## config.mk

```make
export PLATFORM = sky130hd
export DESIGN_NAME = shift_normalizer
export DESIGN_NICKNAME = d
export VERILOG_FILES = /design/src/rtl/shift_normalizer.sv
export SDC_FILE = /design/constraint.sdc
export NUM_CORES = 1
export LEC_CHECK = 0
export CORE_MARGIN = 8
export CORE_UTILIZATION = 51
export CTS_CLUSTER_DIAMETER = 120
export DETAILED_ROUTE_END_ITERATION = 12
export GPL_TIMING_DRIVEN = 0
export HOLD_SLACK_MARGIN = 0.06
export PLACE_DENSITY = 0.76
export SLEW_MARGIN = 40
export SYNTH_ARGS = -nofsm -noshare
export SYNTH_HDL_FRONTEND = slang
export SYNTH_SLANG_ARGS = --single-unit
```

## constraint.sdc

```tcl
create_clock -name clk -period 2.7 [get_ports clk]
set_input_delay 0.405 -clock clk [delete_from_list [all_inputs] [get_ports clk]]
set_output_delay 0.405 -clock clk [all_outputs]
set_load 0.005 [all_outputs]
```

## src/rtl/shift_normalizer.sv

```systemverilog
// Multi-cycle normalizer: left-shifts a WIDTH-bit operand until normalized, reporting the shift count.
// Define NORM_FAST2_EN to allow two-bit steps per cycle when both positions are non-normalized.
module shift_normalizer #(
  parameter int WIDTH = 16,
  parameter int CNTW  = 5
) (
  input  logic             clk,
  input  logic             rst_n,
  input  logic             start,
  input  logic [WIDTH-1:0] ain,
  input  logic             signed_mode,
  output logic             busy,
  output logic             done,
  output logic [WIDTH-1:0] yout,
  output logic [CNTW-1:0]  count,
  output logic             zero
);

  typedef enum logic [1:0] {
    IDLE,
    SHIFT,
    DONE
  } state_t;

  state_t           state;
  logic [WIDTH-1:0] work;
  logic [CNTW-1:0]  cnt;
  logic             smode;
  logic             norm;
  logic             capped;
  logic             fast2;

  // The cap stops operands such as signed 0xFFFF that never reach a normalized form.
  always_comb begin
    norm   = smode ? (work[WIDTH-1] != work[WIDTH-2]) : work[WIDTH-1];
    capped = (cnt == CNTW'(WIDTH - 1));
`ifdef NORM_FAST2_EN
    fast2  = (cnt <= CNTW'(WIDTH - 3)) &&
             (smode ? (work[WIDTH-2] == work[WIDTH-3]) : !work[WIDTH-2]);
`else
    fast2  = 1'b0;
`endif
  end

  always_ff @(posedge clk or negedge rst_n) begin
    if (!rst_n) begin
      state <= IDLE;
      work  <= '0;
      cnt   <= '0;
      smode <= 1'b0;
      busy  <= 1'b0;
      done  <= 1'b0;
      yout  <= '0;
      count <= '0;
      zero  <= 1'b0;
    end else begin
      case (state)
        IDLE: begin
          done <= 1'b0;
          if (start) begin
            work  <= ain;
            cnt   <= '0;
            smode <= signed_mode;
            busy  <= 1'b1;
            yout  <= '0;
            count <= '0;
            zero  <= 1'b0;
            if (ain == '0) begin
              zero  <= 1'b1;
              count <= CNTW'(WIDTH);
              state <= DONE;
            end else begin
              state <= SHIFT;
            end
          end
        end
        SHIFT: begin
          if (norm || capped) begin
            yout  <= work;
            count <= cnt;
            done  <= 1'b1;
            state <= DONE;
          end else if (fast2) begin
            work <= work << 2;
            cnt  <= cnt + CNTW'(2);
          end else begin
            work <= work << 1;
            cnt  <= cnt + CNTW'(1);
          end
        end
        // A zero operand arrives here with done still low, so it spends one extra cycle.
        DONE: begin
          if (done) begin
            done  <= 1'b0;
            busy  <= 1'b0;
            state <= IDLE;
          end else begin
            done <= 1'b1;
          end
        end
        default: state <= IDLE;
      endcase
    end
  end

endmodule

```

==> flow_metrics.env, run 1 <==
export IMPL_core_area_sq_um=4290
export IMPL_synthMuxAreaShare=0.0328
export IMPL_cp_end_kind="flip-flop"
export IMPL_internal_power_mw=1.92
export IMPL_r2r_end="done"
export IMPL_top_usage_layer="met2"
export IMPL_clock_sinks=48
export IMPL_hold_viol_final=0
export IMPL_grt_max_degree=31
export IMPL_insertion_delay_ns=0.30
export IMPL_clk_pin_slew_ns=0.09
export IMPL_grt_pass1_vias=1902
export IMPL_layout_setup_ws_ns=0.374
export IMPL_worst_pin_slew_ns=0.545
export IMPL_rows=24
export IMPL_clock_path_buffers=2
export IMPL_setup_tns_ns=0
export IMPL_power_leakage_nw=1.25
export IMPL_io_pins=44
export IMPL_status="finished, final reports clean"
export IMPL_insertedDiodeCount=0
export IMPL_fmax_mhz=430
export IMPL_layout_common_cells="48 x nand2_1, 48 x dfrtp_1, 42 x clkdlybuf4s50_1"
export IMPL_area_growth_pct=26.7
export IMPL_drc=0
export IMPL_ys_warn_count=0
export IMPL_maxCapViolCount=0
export IMPL_switchingPower_mw=1.28
export IMPL_whs_path_depth=2
export IMPL_die_area_sq_um=6790
export IMPL_min_to="yout[0]"
export IMPL_final_nets=312
export IMPL_antenna_found_initial=0
export IMPL_ff2ff_setup_slack_ns=0.37
export IMPL_synth_cell_types=35
export IMPL_timing_final_crit_period_ns=2.33
export IMPL_routed_wl_mm=5.32
export IMPL_numPortBuffers=43
export IMPL_finalInstanceArea_sq_um=2850
export IMPL_cts_resized=0
export IMPL_synth_compound_area_frac=0.150
export IMPL_yosysSeqAreaShare=0.534
export IMPL_grt_util_met3=0.0400
export IMPL_p_seq_frac=0.381
export IMPL_die_w_um=82.4
export IMPL_rsz0062_at_grt="false"
export IMPL_totalPowerFinal_mw=3.20
export IMPL_drtAntennaViolNets=0
export IMPL_synth_fa_ha_area_frac=0.0334
export IMPL_critPathKind="flip-flop to flip-flop"
export IMPL_drive_above_1_share=0.0699
export IMPL_finalSetupViolCount=0
export IMPL_fillers=378
export IMPL_vias=1849
export IMPL_fin_crit_sh=0.861
export IMPL_dp_slack_ns=0.398
export IMPL_maxSlewHeadroom=0.627
export IMPL_vdd_ir_drop_max_mv=0.521
export IMPL_overflow=0
export IMPL_cts_root_buf="clkbuf_8"
export IMPL_dr_pass1_iters=5
export IMPL_p_per_area_nw_per_um2=1120
export IMPL_cts_hold_buf=1
export IMPL_crit_arrival_ns=2.51
export IMPL_synth_edf_count=0
export IMPL_ys_ff_latch=48
export IMPL_synthXorXnorAreaFrac=0
export IMPL_p_clk_frac=0.128
export IMPL_hpwlAfterDp_mm=3.92
export IMPL_synth_simple_area_share=0.207
export IMPL_grt_pass1_wl_mm=9.19
export IMPL_hold_class="flip-flop to flip-flop"
export IMPL_crit_required_ns=2.89
export IMPL_postCtsSetupRepairBufs=0
export IMPL_drv_slew=0
export IMPL_cts_buffers_inserted=5
export IMPL_synth_top_flop_cell="dfrtp_1"
export IMPL_swShare=0.400
export IMPL_dieHeight_um=82.4
export IMPL_skew_ns=0.00787
export IMPL_syn_avg_cell_area_sq_um=9.61
export IMPL_synth_cell_area_sq_um=2250
export IMPL_grt_use_total=0.176
export IMPL_synth_fp_nets=260
export IMPL_async_flop_share=1.00
export IMPL_hold_start="yout[0]"
export IMPL_drt_initial_drc_count=121
export IMPL_netlist_instances=234
export IMPL_cts_tree="done"
export IMPL_start_util=0.524
export IMPL_worstSetupStartpointType="flip-flop"
export IMPL_cp_max_fo=5
export IMPL_reg2reg_from="cnt[1]"
export IMPL_placedInstanceArea_sq_um=2760
export IMPL_wl_per_cell_um=15.7
export IMPL_gp_congestion=0.797
export IMPL_viasPerCell=5.47
export IMPL_reg2regPathDepth=7
export IMPL_gr_usage_met1=0.227
export IMPL_power_frac_comb=0.491
export IMPL_met2_usage=0.287
export IMPL_h_tree_depth=2
export IMPL_synth_top_family_by_area="simple AND/OR/NAND/NOR gates"
how the worst max path moves through the flow:
stage               startpoint  endpoint  cells after the start
floorplan               cnt[0]      done                      7
global placement         rst_n   yout[2]                      1
detailed placement      cnt[1]      done                      7
CTS                     cnt[1]      done                      7
global route            cnt[1]  work[12]                      7
finish                  cnt[1]      done                      7
metal layers:
| metal | part of all wire | routed length, um | vias up |
|---|---|---|---|
| li1 | - | - | 905 |
| met1 | 0.46 | 2460 | 896 |
| met2 | 0.47 | 2520 | 42 |
| met3 | 0.054 | 288 | 6 |
| met4 | 0.0096 | 51 | 0 |
| met5 | 0 | 0 | - |
flip-flops by register name (all words and copies together), names as in the netlist:
signal  cells
busy        1
done        1
cnt         5
work       16
smode       1
count       5
zero        1
state       2
yout       16
metrics by stage:
step | hold WS (ns) | util | instances
CTS | 0.488 | 0.664 | 338
floorplan | 0.109 | - | 234
detailed placement | 0.298 | 0.643 | 330
finish | 0.482 | 0.664 | 338
global route | 0.514 | 0.664 | 338
global placement | 0.462 | 0.639 | 329
critical path: stages (launching register included):
cell and delay (ns):
dfrtp_1 0.44, ha_1 0.23, and3_1 0.20, ha_1 0.21, nand4b_1 0.28, nand2_1 0.23
mux2_1 0.34, a221o_1 0.29
Yosys cell counts (4+ instances only):
library cell	instances	area (sq um)
nand2b_1	17	106
nor2_1	17	63.8
nor4_1	4	25.0
buf_2	5	25.0
clkbuf_1	4	15.0
o21ai_0	25	125
dfrtp_1	48	1200
mux2i_1	4	40.0
nand3b_1	4	30.0
ha_1	6	75.1
inv_1	9	33.8
nand2_1	48	180
a31oi_1	15	93.8
power by group through the flow:
stage / combinational (mW) / sequential [mW] / clock, mW
finish: 1.57 / 1.22 / 0.409
global route: 1.77 / 1.27 / 0.444
CTS: 1.60 / 1.22 / 0.414
detailed placement: 1.59 / 1.23 / 0
global placement: 1.55 / 1.22 / 0
floorplan: 0.978 / 1.21 / 0
logic make-up after synthesis:
kind of cell             count (synthesis)
adder cells (fa/ha/maj)                  6
buffers and inverters                   21
AO/OA/AOI/OAI                           53
AND/OR/NAND/NOR                         99
flip-flops                              48
multiplexers                             7
cell type report:
type	count	area, sq um	share of cell area
multi-input combinational	165	951	0.334
clock buffer	6	72.6	0.0255
buffer	12	63.8	0.0224
inverter	9	33.8	0.0119
timing repair buffer	45	458	0.161
tap	52	65.1	0.0228
sequential	48	1200	0.421
clock inverter	1	5.00	0.00176
Note: power is estimated with default switching activity, not from simulation.
==> run 2: changes to the inputs <==
==> constraint.sdc (replaced) <==
create_clock -name clk -period 2.2 [get_ports clk]
set_input_delay 0.33 -clock clk [delete_from_list [all_inputs] [get_ports clk]]
set_output_delay 0.33 -clock clk [all_outputs]
set_load 0.005 [all_outputs]
==> run 2 against run 1 <==
Power is 29% higher. Cell count up 2.4%. Global-route usage hardly changed. Clock-buffer cell count stayed put.
==> flow_metrics.env, run 2 (synthesized netlist as in run 1, its figures left out) <==
export IMPL_multi_input_area_sq_um=981
export IMPL_finalSetupViolCount=0
export IMPL_numPortBuffers=43
export IMPL_totalPowerFinal_mw=4.15
export IMPL_cts_buffers_inserted=5
export IMPL_critPathSlowestCell="dfrtp_1"
export IMPL_grt_pass1_vias=1911
export IMPL_overflow=0
export IMPL_final_nets=320
export IMPL_maxSlewHeadroom=0.684
export IMPL_timing_final_crit_period_ns=2.15
export IMPL_worst_pin_slew_ns=0.474
export IMPL_dr_pass1_iters=4
export IMPL_hold_class="input port to asynchronous set/reset pin"
export IMPL_insertedDiodeCount=0
export IMPL_area_growth_pct=30.9
export IMPL_fmax_mhz=465
export IMPL_largestRegisters="work: 16 flops, yout: 16 flops"
export IMPL_drt_initial_drc_count=122
export IMPL_switchingPower_mw=1.64
export IMPL_cts_root_buf="clkbuf_8"
export IMPL_p_clk_frac=0.122
export IMPL_hpwlAfterDp_mm=3.92
export IMPL_power_leakage_nw=1.29
export IMPL_internal_power_mw=2.50
export IMPL_maxCapViolCount=0
export IMPL_io_pins=44
export IMPL_fillers=363
export IMPL_hold_viol_final=0
export IMPL_clock_path_buffers=2
export IMPL_drc=0
export IMPL_wl_per_cell_um=16.1
export IMPL_drv_slew=0
export IMPL_rsz0062_at_grt="true"
export IMPL_dpl_cell_count=330
export IMPL_clock_sinks=48
export IMPL_grt_max_degree=31
export IMPL_cp_depth=7
export IMPL_insertion_delay_ns=0.30
export IMPL_swShare=0.396
export IMPL_p_per_area_nw_per_um2=1410
export IMPL_fin_crit_sh=0.978
export IMPL_rows=24
export IMPL_crit_arrival_ns=2.35
export IMPL_cp_num_buf_inv=0
export IMPL_reg2regPathDepth=7
export IMPL_crit_required_ns=2.40
export IMPL_die_w_um=82.4
export IMPL_cts_tree="done"
export IMPL_critPathKind="flip-flop to flip-flop"
export IMPL_crit_family="compound AO/OA/AOI/OAI gates"
export IMPL_skew_ns=0.00892
export IMPL_layout_setup_ws_ns=0.0487
export IMPL_grt_pass1_wl_mm=9.23
export IMPL_critPathMaxStageDelay_ns=0.42
export IMPL_path_cells="ha_2 > and3_4 > ha_4 > a211o_1 > nand2_2 > mux2_4 > a221o_1"
export IMPL_antenna_found_initial=0
export IMPL_worstSetupStartpointType="flip-flop"
export IMPL_vias=1878
export IMPL_die_area_sq_um=6790
export IMPL_r2r_end="done"
export IMPL_grt_use_total=0.177
export IMPL_viasPerCell=5.43
export IMPL_core_area_sq_um=4290
export IMPL_routed_wl_mm=5.57
export IMPL_gp_congestion=0.797
export IMPL_vdd_ir_drop_max_mv=0.641
export IMPL_power_frac_comb=0.517
export IMPL_clk_pin_slew_ns=0.09
export IMPL_drtAntennaViolNets=0
export IMPL_fin_cells=346
export IMPL_layout_commonest_cell="dfrtp_1"
export IMPL_status="finished, final reports clean"
export IMPL_register_area_sq_um=1200
export IMPL_drive_above_1_share=0.119
export IMPL_layout_common_cells="48 x dfrtp_1, 47 x nand2_1, 42 x clkdlybuf4s50_1"
export IMPL_reg2reg_from="cnt[1]"
export IMPL_ff2ff_setup_slack_ns=0.05
export IMPL_p_seq_frac=0.361
export IMPL_h_tree_depth=2
export IMPL_dieHeight_um=82.4
export IMPL_dp_slack_ns=-0.102
export IMPL_start_util=0.524
export IMPL_cp_max_fo=3
export IMPL_cp_end_kind="flip-flop"
[run 2: area by class of cell]
class / count / area share
multi-input cells: 165 / 0.333
plain buffers: 12 / 0.0229
well taps: 52 / 0.0221
repair buffers: 53 / 0.176
inverters: 9 / 0.0115
flip-flops and latches: 48 / 0.408
clock inverters: 1 / 0.00170
clock buffers: 6 / 0.0246
[run 2: power by group through the flow]
stage	registers [mW]	logic, mW	clock network [mW]
finish	1.50	2.14	0.507
global route	1.55	2.39	0.545
CTS	1.50	2.01	0.509
detailed placement	1.51	1.95	0
global placement	1.50	1.90	0
floorplan	1.48	1.20	0
[run 2: per-layer routing]
layer | routed length (um) | track usage
met4 | 60 | 0.0544
met1 | 2570 | 0.226
met2 | 2660 | 0.290
met5 | 0 | 0
met3 | 280 | 0.0400
[run 2: what timing repair did]
| item | 4_1_cts | 5_1_grt |
|---|---|---|
| buffers inserted | 2 | 6 |
| pin swaps | 1 | 3 |
| hold buffers | 1 | 0 |
| endpoints found under the setup margin | 19 | 40 |
| resized for setup | 2 | 8 |
| endpoints found under the hold margin | 18 | 0 |
| gates cloned | 0 | 0 |
[run 2: worst max-delay path by stage]
| stage | start | end | slack, ns |
|---|---|---|---|
| after global placement | rst_n | yout[2] | -0.54 |
| after floorplan | cnt[0] | done | 0.06 |
| final | cnt[1] | done | 0.05 |
| after detailed placement | cnt[1] | done | -0.10 |
| after CTS | cnt[1] | done | -0.08 |
| after global routing | cnt[1] | done | -0.01 |
[run 2: stage by stage]
| stage | area [sq um] | TNS [ns] | hold slack, ns | utilization |
|---|---|---|---|---|
| 2_1_floorplan | 2250 | 0 | 0.0344 | - |
| 3_3_place_gp | 2750 | -26.23 | 0.462 | 0.639 |
| 3_5_place_dp | 2760 | -0.799 | 0.223 | 0.643 |
| 4_1_cts | 2870 | -0.0790 | 0.439 | 0.668 |
| 5_1_grt | 2940 | -0.0585 | 0.458 | 0.686 |
| 6_report | 2940 | 0 | 0.436 | 0.686 |
